$ cat src/rtl/multicycle_control_unit_pkg.sv
// Shared encodings for the multicycle control unit: FSM states, ALU operations,
// opcodes, mux selects and the branch-condition evaluator.
package multicycle_control_unit_pkg;

    typedef enum logic [3:0] {
        S_FETCH    = 4'd0,
        S_DECODE   = 4'd1,
        S_MEMADR   = 4'd2,
        S_MEMREAD  = 4'd3,
        S_MEMWB    = 4'd4,
        S_MEMWRITE = 4'd5,
        S_EXECR    = 4'd6,
        S_EXECI    = 4'd7,
        S_ALUWB    = 4'd8,
        S_BRANCH   = 4'd9,
        S_JAL      = 4'd10
    } state_t;

    localparam logic [2:0] ALU_ADD = 3'b000;
    localparam logic [2:0] ALU_SUB = 3'b001;
    localparam logic [2:0] ALU_AND = 3'b010;
    localparam logic [2:0] ALU_OR  = 3'b011;
    localparam logic [2:0] ALU_XOR = 3'b100;
    localparam logic [2:0] ALU_SLT = 3'b101;

    localparam logic [6:0] OP_LOAD   = 7'b0000011;
    localparam logic [6:0] OP_STORE  = 7'b0100011;
    localparam logic [6:0] OP_RTYPE  = 7'b0110011;
    localparam logic [6:0] OP_ITYPE  = 7'b0010011;
    localparam logic [6:0] OP_BRANCH = 7'b1100011;
    localparam logic [6:0] OP_JAL    = 7'b1101111;

    localparam logic [1:0] IMM_I = 2'b00;
    localparam logic [1:0] IMM_S = 2'b01;
    localparam logic [1:0] IMM_B = 2'b10;
    localparam logic [1:0] IMM_J = 2'b11;

    localparam logic [1:0] RES_ALUOUT = 2'b00;
    localparam logic [1:0] RES_DATA   = 2'b01;
    localparam logic [1:0] RES_ALU    = 2'b10;

    localparam logic [1:0] SRCA_PC    = 2'b00;
    localparam logic [1:0] SRCA_OLDPC = 2'b01;
    localparam logic [1:0] SRCA_REG   = 2'b10;

    localparam logic [1:0] SRCB_REG  = 2'b00;
    localparam logic [1:0] SRCB_IMM  = 2'b01;
    localparam logic [1:0] SRCB_FOUR = 2'b10;

    localparam logic [1:0] ALUOP_ADD   = 2'b00;
    localparam logic [1:0] ALUOP_SUB   = 2'b01;
    localparam logic [1:0] ALUOP_FUNCT = 2'b10;

    // Returns {illegal, taken} for a conditional branch with the given funct3.
    function automatic logic [1:0] branch_eval(
        input logic [2:0] funct3,
        input logic       zero,
        input logic       negative,
        input logic       carry,
        input logic       overflow
    );
        logic [1:0] res;
        res = 2'b00;
        case (funct3)
            3'b000:  res = {1'b0, zero};
            3'b001:  res = {1'b0, ~zero};
            3'b100:  res = {1'b0, negative ^ overflow};
            3'b101:  res = {1'b0, ~(negative ^ overflow)};
            3'b110:  res = {1'b0, ~carry};
            3'b111:  res = {1'b0, carry};
            default: res = 2'b10;
        endcase
        return res;
    endfunction

endpackage

$ cat src/rtl/multicycle_control_unit_alu_decoder.sv
// Combinational ALU decoder: maps ALUOp plus the funct fields to an ALU operation
// and flags funct3 values the datapath does not implement.
module alu_decoder
    import multicycle_control_unit_pkg::*;
(
    input  logic [6:0] Opcode,
    input  logic [2:0] Funct3,
    input  logic       Funct7b5,
    input  logic [1:0] ALUOp,
    output logic [2:0] ALUControl,
    output logic       illegal_funct
);

    logic w_is_sub;

    // Only R-type uses bit 30 to pick subtract; addi ignores it.
    assign w_is_sub = (Opcode == OP_RTYPE) && Funct7b5;

    // Operation select
    always_comb begin
        ALUControl    = ALU_ADD;
        illegal_funct = 1'b0;
        case (ALUOp)
            ALUOP_ADD: ALUControl = ALU_ADD;
            ALUOP_SUB: ALUControl = ALU_SUB;
            ALUOP_FUNCT: begin
                case (Funct3)
                    3'b000:  ALUControl = w_is_sub ? ALU_SUB : ALU_ADD;
                    3'b010:  ALUControl = ALU_SLT;
                    3'b100:  ALUControl = ALU_XOR;
                    3'b110:  ALUControl = ALU_OR;
                    3'b111:  ALUControl = ALU_AND;
                    default: begin
                        ALUControl    = ALU_ADD;
                        illegal_funct = 1'b1;
                    end
                endcase
            end
            default: ALUControl = ALU_ADD;
        endcase
    end

endmodule

$ cat src/rtl/multicycle_control_unit.sv
// Multicycle RISC-V style control FSM. Outputs are combinational from the state
// and live inputs; write enables and Illegal are forced low while rst is high.
module multicycle_control_unit
    import multicycle_control_unit_pkg::*;
(
    input  logic       clk,
    input  logic       rst,
    input  logic [6:0] Opcode,
    input  logic [2:0] Funct3,
    input  logic       Funct7b5,
    input  logic       Zero,
    input  logic       Negative,
    input  logic       Carry,
    input  logic       OverFlow,
    input  logic       MemReady,
    output logic       PCWrite,
    output logic       AdrSrc,
    output logic       MemWrite,
    output logic       IRWrite,
    output logic       RegWrite,
    output logic [1:0] ResultSrc,
    output logic [1:0] ALUSrcA,
    output logic [1:0] ALUSrcB,
    output logic [1:0] ImmSrc,
    output logic [2:0] ALUControl,
    output logic       Illegal
);

    state_t     r_state;
    state_t     w_next;
    logic       w_pcwrite;
    logic       w_memwrite;
    logic       w_irwrite;
    logic       w_regwrite;
    logic       w_illegal;
    logic [1:0] w_aluop;
    logic       w_illegal_funct;
    logic [1:0] w_branch;

    assign w_branch = branch_eval(Funct3, Zero, Negative, Carry, OverFlow);

    alu_decoder u_alu_decoder (
        .Opcode        (Opcode),
        .Funct3        (Funct3),
        .Funct7b5      (Funct7b5),
        .ALUOp         (w_aluop),
        .ALUControl    (ALUControl),
        .illegal_funct (w_illegal_funct)
    );

    // State register with synchronous reset
    always_ff @(posedge clk) begin
        if (rst) begin
            r_state <= S_FETCH;
        end else begin
            r_state <= w_next;
        end
    end

    // Next-state and output decode
    always_comb begin
        w_next     = r_state;
        w_pcwrite  = 1'b0;
        AdrSrc     = 1'b0;
        w_memwrite = 1'b0;
        w_irwrite  = 1'b0;
        w_regwrite = 1'b0;
        ResultSrc  = RES_ALUOUT;
        ALUSrcA    = SRCA_PC;
        ALUSrcB    = SRCB_REG;
        ImmSrc     = IMM_I;
        w_aluop    = ALUOP_ADD;
        w_illegal  = 1'b0;
        case (r_state)
            S_FETCH: begin
                ALUSrcB   = SRCB_FOUR;
                ResultSrc = RES_ALU;
                w_irwrite = MemReady;
                w_pcwrite = MemReady;
                w_next    = MemReady ? S_DECODE : S_FETCH;
            end
            S_DECODE: begin
                // Precompute PC-relative branch/jump target into ALUOut.
                ALUSrcA = SRCA_OLDPC;
                ALUSrcB = SRCB_IMM;
                ImmSrc  = IMM_B;
                case (Opcode)
                    OP_LOAD, OP_STORE: w_next = S_MEMADR;
                    OP_RTYPE:          w_next = S_EXECR;
                    OP_ITYPE:          w_next = S_EXECI;
                    OP_BRANCH:         w_next = S_BRANCH;
                    OP_JAL:            w_next = S_JAL;
                    default: begin
                        w_next    = S_FETCH;
                        w_illegal = 1'b1;
                    end
                endcase
            end
            S_MEMADR: begin
                ALUSrcA = SRCA_REG;
                ALUSrcB = SRCB_IMM;
                if (Opcode == OP_STORE) begin
                    ImmSrc = IMM_S;
                    w_next = S_MEMWRITE;
                end else begin
                    ImmSrc = IMM_I;
                    w_next = S_MEMREAD;
                end
            end
            S_MEMREAD: begin
                AdrSrc = 1'b1;
                w_next = MemReady ? S_MEMWB : S_MEMREAD;
            end
            S_MEMWB: begin
                ResultSrc  = RES_DATA;
                w_regwrite = 1'b1;
                w_next     = S_FETCH;
            end
            S_MEMWRITE: begin
                AdrSrc     = 1'b1;
                w_memwrite = 1'b1;
                w_next     = MemReady ? S_FETCH : S_MEMWRITE;
            end
            S_EXECR: begin
                ALUSrcA   = SRCA_REG;
                ALUSrcB   = SRCB_REG;
                w_aluop   = ALUOP_FUNCT;
                w_illegal = w_illegal_funct;
                w_next    = S_ALUWB;
            end
            S_EXECI: begin
                ALUSrcA   = SRCA_REG;
                ALUSrcB   = SRCB_IMM;
                ImmSrc    = IMM_I;
                w_aluop   = ALUOP_FUNCT;
                w_illegal = w_illegal_funct;
                w_next    = S_ALUWB;
            end
            S_ALUWB: begin
                w_regwrite = 1'b1;
                w_next     = S_FETCH;
            end
            S_BRANCH: begin
                ALUSrcA   = SRCA_REG;
                ALUSrcB   = SRCB_REG;
                w_aluop   = ALUOP_SUB;
                w_pcwrite = w_branch[0];
                w_illegal = w_branch[1];
                w_next    = S_FETCH;
            end
            S_JAL: begin
                // PC takes the target from ALUOut while rd gets OldPC+4 next cycle.
                ALUSrcA   = SRCA_OLDPC;
                ALUSrcB   = SRCB_FOUR;
                w_pcwrite = 1'b1;
                w_next    = S_ALUWB;
            end
            default: begin
                w_next = S_FETCH;
            end
        endcase
    end

    assign PCWrite  = w_pcwrite  & ~rst;
    assign MemWrite = w_memwrite & ~rst;
    assign IRWrite  = w_irwrite  & ~rst;
    assign RegWrite = w_regwrite & ~rst;
    assign Illegal  = w_illegal  & ~rst;

endmodule

$ cat config.mk
export PLATFORM = sky130hd
export DESIGN_NAME = multicycle_control_unit
export DESIGN_NICKNAME = d
export VERILOG_FILES = /design/src/rtl/multicycle_control_unit_pkg.sv /design/src/rtl/multicycle_control_unit_alu_decoder.sv /design/src/rtl/multicycle_control_unit.sv
export SDC_FILE = /design/constraint.sdc
export NUM_CORES = 1
export LEC_CHECK = 0
export CAP_MARGIN = 20
export CORE_MARGIN = 4
export CORE_UTILIZATION = 40
export DETAILED_ROUTE_END_ITERATION = 12
export HOLD_SLACK_MARGIN = 0.15
export PLACE_DENSITY = 0.81
export SYNTH_ARGS = -nofsm -noshare
export SYNTH_HDL_FRONTEND = slang
export SYNTH_SLANG_ARGS = --single-unit
$ cat constraint.sdc
create_clock -name clk -period 2.5 [get_ports clk]
set_clock_uncertainty 0.15 [all_clocks]
set_input_delay 0.5 -clock clk [delete_from_list [all_inputs] [get_ports clk]]
set_output_delay 0.5 -clock clk [all_outputs]
set_load 0.05 [all_outputs]
==> summary.md, run 1 <==
| Metric | Value |
|---|---|
| WL/cell | `19.1 µm` |
| Area Growth Syn to Fin | `112%` |
| Main combinational cell family by area after synthesis | `simple AND/OR/NAND/NOR gates` |
| Design area | `1570 µm²` |
| Reg clk slew, reported paths | `0.04 ns` |
| Switching Share | `36.7%` |
| Remaining DRCs | `0` |
| Die W | `51.0 µm` |
| PwrDens | `214 nW/µm²` |
| Post-synth ARST share | `0%` |
| Adder-cell share of the synthesized area | `5.07%` |
| Netlist cell types | `40` |
| Register area share after synthesis | `10.8%` |
| Crit start category | `input pin` |
| Core ar. | `1750 µm²` |
| Vias in the first global route | `1110` |
| Final Hold Viols | `0` |
| Met3 Track Usage GR | `4.37%` |
| Place WS | `-0.253 ns` |
| Pint | `0.212 mW` |
| Slew headroom | `60.1%` |
| Worst setup margin | `-0.0606 ns` |
| Dpl cells | `181` |
| Non-Filler Instances | `189` |
| Layout cell share with drive strength beyond 1 | `45.1%` |
| Pwr Total | `0.335 mW` |
| Critical R2R Capture | `r_state[0]$_SDFF_PP0_` |
| GRT busiest layer | `met2` |
| Seq cells post-synth | `4` |
| Die Y | `51.0 µm` |
| Final wirelength | `3610 µm` |
| Filler instances | `79` |
| Top FF cell, synth | `dfxtp_1` |
| Area after DPL | `1420 µm²` |
| R2R setup slack | `0.29 ns` |
| CTS Hold Bufs | `0` |
| CP Capture Type | `primary output` |
| P_leak | `0.695 nW` |
| Clock power frac | `25.4%` |
| Violated checks | `setup timing` |
| Sw Pwr | `0.123 mW` |
| Slowest CP cell | `or4_1` |
| Post-Syn Nets | `127` |
| Pin count of the biggest net entering global routing | `17` |
| Reg2reg start | `r_state[1]$_SDFF_PP0_` |
| Worst endpoint required time | `1.85 ns` |
| Initial Utilization | `42.4%` |
| Max stage delay on crit path | `0.54 ns` |
| Max_cap viols | `0` |
| Combinational power share | `55.1%` |
| Clock Tree Buf Depth | `2` |
| Max H-tree Level | `1` |
| Worst Tran Pin Value | `0.593 ns` |
| First DRT Iteration DRCs | `66` |
| Antenna violations before repair | `0` |
| Part of the power in registers | `19.5%` |
| Worst Setup SP | `rst` |
| Compound-Gate Fraction of Synth Area | `23.0%` |
| Detail Route Antenna Nets | `0` |
| Largest register FFs | `4` |
| First-pass GRT wire length | `5030 µm` |
| Met2 usage | `47.2%` |
| TritonCTS clock tree | `built` |
| Synthesis Warnings | `0` |
| Met1 GRT Util | `27.8%` |
| Max Clk Rate | `391 MHz` |
| Final setup fails | `1` |
| Max-slew violations | `0` |
| Status | `finished, violations left` |
| Vias | `1116` |
| CP max FO | `3` |
| Post-synthesis mux area share | `1.35%` |
| Worst skew pair latency | `0.25 ns` |
| DR vias/cell | `5.90` |
| Worst R2R Path Depth | `7` |
| Clk root buf | `clkbuf_4` |
| CTS Sinks | `4` |
| Fin nets | `187` |
| Hold slack | `0.584 ns` |
| Io pins | `35` |
| Worst hold path type | `flip-flop to flip-flop` |
| Routability cong. | `0.829` |
| XOR/XNOR Fraction of Synth Area | `7.09%` |
| Die area | `2600 µm²` |
| Syn avg cell area | `6.99 µm²` |
| Cell Area, Synth | `741 µm²` |
| Cell Rows | `15` |
| Post-synth EDFFs | `0` |
| Total CTS buffers | `3` |
| Antenna Cells | `0` |
| Top flop regs | `r_state (4)` |
| Synth Area in Simple Gates | `46.3%` |
| Critical path class | `input pin to primary output` |
| Peak supply drop | `267 µV` |
| Total GRT Usage | `25.7%` |
| Endpoint arrival time on the critical path | `1.91 ns` |
| Crit path to | `PCWrite` |
| CP cell instances | `clkdlybuf4s50_1, or4_1, o41ai_2, bufbuf_16` |
| Cells after Synth | `106` |
| Tmin final | `2.56 ns` |
| Drt first pass iters | `4` |
| Most flop-heavy register | `r_state` |
| Unrepaired setup endpoints after global routing | `true` |
| Detailed Place HPWL | `2170 µm` |
| Port buffer count | `34` |
| GRT overflow | `0` |
| Final Cycle Share | `102%` |
[cells in the final DEF, fill, tap and decap left out, types with 2 or more instances in the layout]
cell	instances
dlymetal6s2s_1	3
nor2b_1	4
o21ai_2	2
nand3b_1	4
xor2_1	2
ha_1	2
nor2b_4	2
nand3_1	3
nor3_2	2
xnor2_1	4
nand2_1	4
nor4_1	2
clkbuf_4	3
or4_1	2
a21oi_1	10
dfxtp_2	2
nand2b_1	7
o21ai_0	2
nor3_1	2
nor3b_2	2
buf_2	2
nor3b_1	2
buf_12	14
buf_6	4
dlygate4sd2_1	7
clkdlybuf4s50_1	3
buf_4	27
inv_1	3
nor2_1	10
[logic make-up (layout without fill, tap and decap cells)]
kind of cell,count (synthesis),after routing
AOI/OAI and AO/OA,26,26
and+or+nand+nor,56,56
xor gates and xnor gates,6,6
adders and majority gates,3,3
buffers and inverters,10,68
DFF,4,4
muxes,1,1
[through the flow]
stage          util [%]  setup TNS (ns)
3_5_place_dp       81.6          -0.542
5_1_grt            89.8          -0.197
4_1_cts            87.1        -0.00747
3_3_place_gp       81.6          -0.403
2_1_floorplan         -           -1.13
6_report           89.8         -0.0606
[routing by layer]
layer  up-vias  share of wire, %
met2        80                53
met3        15               8.8
met5         -                 0
li1        505                 -
met4         0               3.7
met1       516                34
[power groups by stage]
stage	registers (mW)	logic (mW)	clock network (mW)
4_1_cts	0.0661	0.176	0.0903
3_3_place_gp	0.0671	0.167	0
3_5_place_dp	0.0670	0.171	0
5_1_grt	0.0654	0.193	0.0954
2_1_floorplan	0.0678	0.0698	0
6_report	0.0654	0.185	0.0853
[worst max-delay path, delay by kind of cell]
| family | cells | cell delay [ns] |
|---|---|---|
| AO/OA/AOI/OAI | 1 | 0.07 |
| AND/OR/NAND/NOR | 1 | 0.54 |
| buffers and inverters | 2 | 0.79 |
[synthesized netlist by cell type, types with 3 or more instances]
| cell | count | area share [%] |
|---|---|---|
| a21oi_1 | 10 | 6.8 |
| clkbuf_1 | 3 | 1.5 |
| dfxtp_1 | 4 | 11 |
| ha_1 | 3 | 5.1 |
| inv_1 | 3 | 1.5 |
| nand2_1 | 5 | 2.5 |
| nand2b_1 | 7 | 5.9 |
| nand3_1 | 3 | 2.0 |
| nand3b_1 | 4 | 4.1 |
| nor2_1 | 11 | 5.6 |
| nor2b_1 | 7 | 5.9 |
| nor3_1 | 4 | 2.7 |
| nor3b_1 | 4 | 4.1 |
| nor4_1 | 3 | 2.5 |
| o21ai_0 | 4 | 2.7 |
| xnor2_1 | 4 | 4.7 |
[layout make-up]
class	count	area, µm²	share of cell area (%)
Timing Repair Buffer	62	714	45.6
Sequential cell	4	86.3	5.51
Inverter	3	11.3	0.718
Clock buffer	3	22.5	1.44
Multi-Input combinational cell	92	702	44.8
Tap cell	25	31.3	2.00
[worst min path at each step]
stage / start / slack (ns) / endpoint / cells after the start
after detailed placement: r_state[3]$_SDFF_PP0_ / 0.57 / r_state[3]$_SDFF_PP0_ / 3
after global placement: r_state[3]$_SDFF_PP0_ / 0.56 / r_state[3]$_SDFF_PP0_ / 3
after CTS: r_state[2]$_SDFF_PP0_ / 0.56 / r_state[3]$_SDFF_PP0_ / 3
after floorplan: r_state[0]$_SDFF_PP0_ / 0.52 / r_state[2]$_SDFF_PP0_ / 4
after global routing: r_state[3]$_SDFF_PP0_ / 0.64 / r_state[0]$_SDFF_PP0_ / 3
final: r_state[3]$_SDFF_PP0_ / 0.58 / r_state[0]$_SDFF_PP0_ / 3
[what timing repair did]
| action | CTS | global route |
|---|---|---|
| buffers inserted | 4 | 1 |
| endpoints found under the setup margin | 5 | 5 |
| pin swaps | 8 | 11 |
| gates resized for setup | 38 | 13 |
Power figures use the tool's default switching activity.
==> run 2, diff against run 1 <==
Settings changed: HOLD_SLACK_MARGIN 0.15 to default, SYNTH_HIERARCHICAL from default to 1.
==> run 2 against run 1 <==
Compared with the run above: the flow now stops in 5_1_grt; area after synthesis shrank 2.7%; synthesized cell count grew 4.7%.
==> summary.md, run 2 <==
| Metric | Value |
|---|---|
| Pin count of the biggest net entering global routing | `19` |
| Post-synth ARST share | `0% (unchanged)` |
| Yosys top cell by area | `dfxtp_1` |
| Die W | `50.4 µm (-1.1%)` |
| Post-Syn Nets | `131 (+3.1%)` |
| Port buffer count | `34 (unchanged)` |
| Die Y | `50.4 µm (-1.1%)` |
| Clock Tree Buf Depth | `2 (unchanged)` |
| Worst_ep grt | `ALUControl[0]` |
| Synth top cells by count | `nand2_1, nand2b_1, nor2_1` |
| Cell Rows | `15 (unchanged)` |
| Seq cells post-synth | `4 (unchanged)` |
| Worst endpoint type | `primary output` |
| Initial Utilization | `42.2% (-0.24 points)` |
| Failed at | `5_1_grt` |
| Total CTS buffers | `3 (unchanged)` |
| Most frequent cell after synthesis | `nand2_1` |
| Synthesis Warnings | `6 (+6)` |
| Netlist cell types | `38 (-5.0%)` |
| Detailed Place HPWL | `2160 µm (-0.46%)` |
| Io pins | `35 (unchanged)` |
| Status | `did not finish` |
| Stop err | `[ERROR DPL-0038] Utilization greater than 100%, impossible to legalize` |
| Max H-tree Level | `1 (unchanged)` |
| CTS Sinks | `4 (unchanged)` |
| Top FF cell, synth | `dfxtp_1` |
| Synth top area share | `11.1% (+0.30 points)` |
| Syn avg cell area | `6.49 µm² (-7.1%)` |
| Cells after Synth | `111 (+4.7%)` |
| Routability cong. | `0.837 (+0.92%)` |
| Register area share after synthesis | `11.1% (+0.30 points)` |
| Area after DPL | `1440 µm² (+0.97%)` |
| Cell Area, Synth | `721 µm² (-2.7%)` |
| Post-synth EDFFs | `0 (unchanged)` |
| Clk root buf | `clkbuf_4` |
| Ranking of synthesized cells by area | `dfxtp_1, nand2b_1, nand2_1` |
==> run 2: what timing repair did <==
action                                  CTS
endpoints found under the setup margin    5
pin swaps                                12
hold buffers                              0
gates resized for setup                  29
setup buffers                            13
==> run 2: per-stage QoR <==
stage | TNS, ns | setup WS (ns) | std cells | hold slack, ns
after floorplan | -0.696 | -0.338 | 111 | 0.467
after global placement | -0.439 | -0.214 | 186 | 0.524
after detailed placement | -0.616 | -0.263 | 186 | 0.535
after CTS | -0.207 | -0.117 | 202 | 0.527
==> run 2: kinds of logic after synthesis <==
family | Yosys count | share of synthesized area, %
simple gates | 65 | 51.2
fa+ha+maj | 2 | 3.47
compound gates | 23 | 21.0
mux | 1 | 1.39
buf+inv | 12 | 6.94
flops | 4 | 11.1
xor+xnor | 4 | 4.86
==> run 3, diff against run 2 <==
Settings changed: CORE_AREA from default to 4 4 65 67, CORE_MARGIN 4 to default, CORE_UTILIZATION 40 to default, DIE_AREA from default to 0 0 69 71, PLACE_DENSITY 0.81 to default, PLACE_DENSITY_LB_ADDON from default to 0.15.
==> run 3 against run 2 <==
Compared with the run above: the run now ends clean; synthesized cell count did not move; area after synthesis unchanged.
==> summary.md, run 3 <==
| Metric | Value |
|---|---|
| Status | `completed` |
| Max_cap viols | `0` |
| TritonCTS clock tree | `built` |
| Clk root buf | `clkbuf_8` |
| Worst skew pair latency | `0.21 ns` |
| Syn avg cell area | `6.49 µm² (unchanged)` |
| Final Hold Viols | `0` |
| P_leak | `0.684 nW` |
| Worst hold path type | `flip-flop to flip-flop` |
| Top flop regs | `r_state (4)` |
| Filler instances | `397` |
| Max H-tree Level | `1 (unchanged)` |
| Cells after Synth | `111 (unchanged)` |
| CP cell instances | `or2b_1, nor2_4, ha_4, nor4b_4, nand2_1, o22ai_4, buf_12` |
| Slowest CP cell | `dfxtp_2` |
| DR vias/cell | `4.54` |
| Initial Utilization | `19.8% (-22 points)` |
| Top FF cell, synth | `dfxtp_1` |
| Max Clk Rate | `402 MHz` |
| Final setup fails | `0` |
| Routability cong. | `0.820 (-2.0%)` |
| Die Y | `71 µm (+41%)` |
| Synthesis Warnings | `6 (unchanged)` |
| Tmin final | `2.49 ns` |
| Peak supply drop | `111 µV` |
| Fin nets | `191` |
| Layout cell share with drive strength beyond 1 | `42.6%` |
| Port buffer count | `34 (unchanged)` |
| Area Growth Syn to Fin | `130%` |
| Pin count of the biggest net entering global routing | `19` |
| CP delay by family, top | `simple AND/OR/NAND/NOR gates` |
| Commonest cells after routing, fill and taps aside | `buf_4, buf_12, nand2_1` |
| Detailed Place HPWL | `2050 µm (-5.0%)` |
| Antenna Cells | `0` |
| Die area | `4900 µm²` |
| Cell Rows | `22 (+7)` |
| Register area share after synthesis | `11.1% (unchanged)` |
| Most flop-heavy register | `r_state` |
| Cell Area, Synth | `721 µm² (unchanged)` |
| Critical path class | `flip-flop to primary output` |
| Most frequent cell after synthesis | `nand2_1` |
| Drt first pass iters | `4` |
| Synth top area share | `11.1% (unchanged)` |
| Total CTS buffers | `3 (unchanged)` |
| Seq cells post-synth | `4 (unchanged)` |
| Endpoint arrival time on the critical path | `1.84 ns` |
| Final wirelength | `2470 µm` |
| Reg clk slew, reported paths | `0.03 ns` |
| Total GRT Usage | `10.2%` |
| Largest register FFs | `4` |
| CTS Sinks | `4 (unchanged)` |
| GRT overflow | `0` |
| WL/cell | `11.4 µm` |
| Yosys top cell by area | `dfxtp_1` |
| CP max FO | `5` |
| Worst Tran Pin Value | `0.425 ns` |
| Post-Syn Nets | `131 (unchanged)` |
| Netlist cell types | `38 (unchanged)` |
| Die W | `69 µm (+37%)` |
| Antenna violations before repair | `0` |
| Synth top cells by count | `nand2_1, nand2b_1, nor2_1` |
| Vias | `985` |
| CP Capture Type | `primary output` |
| Ranking of synthesized cells by area | `dfxtp_1, nand2b_1, nand2_1` |
| Vias in the first global route | `983` |
| Final Cycle Share | `99.5%` |
| Max stage delay on crit path | `0.34 ns` |
| Slew headroom | `71.6%` |
| First-pass GRT wire length | `4280 µm` |
| Worst endpoint required time | `1.85 ns` |
| Core ar. | `3630 µm²` |
| Sequential cell area | `82.6 µm²` |
| Final TNS setup | `0 ns` |
| Post-synth EDFFs | `0 (unchanged)` |
| Remaining DRCs | `0` |
| Crit start category | `flip-flop` |
| Unrepaired setup endpoints after global routing | `true` |
| Post-synth ARST share | `0% (unchanged)` |
| Max-slew violations | `0` |
| Clock Tree Buf Depth | `2 (unchanged)` |
| Io pins | `35 (unchanged)` |
| Layout Utilization | `45.7%` |
| Commonest non-fill, non-tap cell in the layout | `buf_4` |
| First DRT Iteration DRCs | `43` |
| Multi-input gate area | `753 µm²` |
| PwrDens | `223 nW/µm²` |
| WP buf/inv | `1` |
| Detail Route Antenna Nets | `0` |
[run 3: worst paths after layout]
kind	start	end	slack, ns	depth (start not counted)
min	r_state[1]$_SDFF_PP0_	r_state[2]$_SDFF_PP0_	0.46	2
max reg2reg	r_state[0]$_SDFF_PP0_	r_state[3]$_SDFF_PP0_	0.78	4
min reg2reg	r_state[1]$_SDFF_PP0_	r_state[2]$_SDFF_PP0_	0.46	2
max	r_state[3]$_SDFF_PP0_	ALUControl[0]	0.01	7
[run 3: through the flow]
| stage | hold WS, ns | setup WS (ns) | std cells | power [mW] | instance area (µm²) |
|---|---|---|---|---|---|
| 3_3_place_gp | 0.429 | -0.256 | 211 | 0.227 | 1480 |
| 6_report | 0.462 | 0.0129 | 217 | 0.371 | 1660 |
| 5_1_grt | 0.509 | -0.0959 | 217 | 0.395 | 1660 |
| 3_5_place_dp | 0.432 | -0.262 | 211 | 0.228 | 1480 |
| 2_1_floorplan | 0.467 | -0.338 | 111 | 0.133 | 774 |
| 4_1_cts | 0.468 | -0.0562 | 215 | 0.365 | 1570 |
[run 3: cell type report]
type                            instances  share of cell area, %
Clock buffer                            3                   2.49
Multi-Input combinational cell         95                   45.4
Inverter                                7                   1.58
Sequential cell                         4                   4.97
Timing Repair Buffer                   60                   42.0
Tap cell                               48                   3.62
[run 3: routing by layer]
layer,vias up,wire length [µm],track usage [%]
met5,-,0,0
met4,0,11,3.25
met2,27,1270,18.9
met1,441,1100,12.1
li1,515,-,-
met3,2,88,1.28
[run 3: what timing repair did]
item / in CTS / in global routing
gates resized for setup: 19 / 15
setup buffers: 1 / 2
pin swaps: 7 / 7
setup endpoints to repair: 5 / 4
hold buffers: 0 / 0
[run 3: logic make-up after synthesis]
family          Yosys count  synth area share [%]
simple gates             65                  51.2
xor+xnor                  4                  4.86
buf+inv                  12                  6.94
mux                       1                  1.39
fa+ha+maj                 2                  3.47
flops                     4                  11.1
compound gates           23                  21.0
[run 3: tightest hold or removal path: stages (launching register included)]
cell and delay, ns:
dfxtp_1 0.35, nand3_1 0.13, a31oi_1 0.08
[run 3: where the power goes]
group	switching (mW)	leakage (nW)	total, mW	internal [mW]
registers	0.00115	0.0335	0.0666	0.0655
clock network	0.0296	0.0216	0.132	0.102
logic	0.0851	0.629	0.172	0.0872
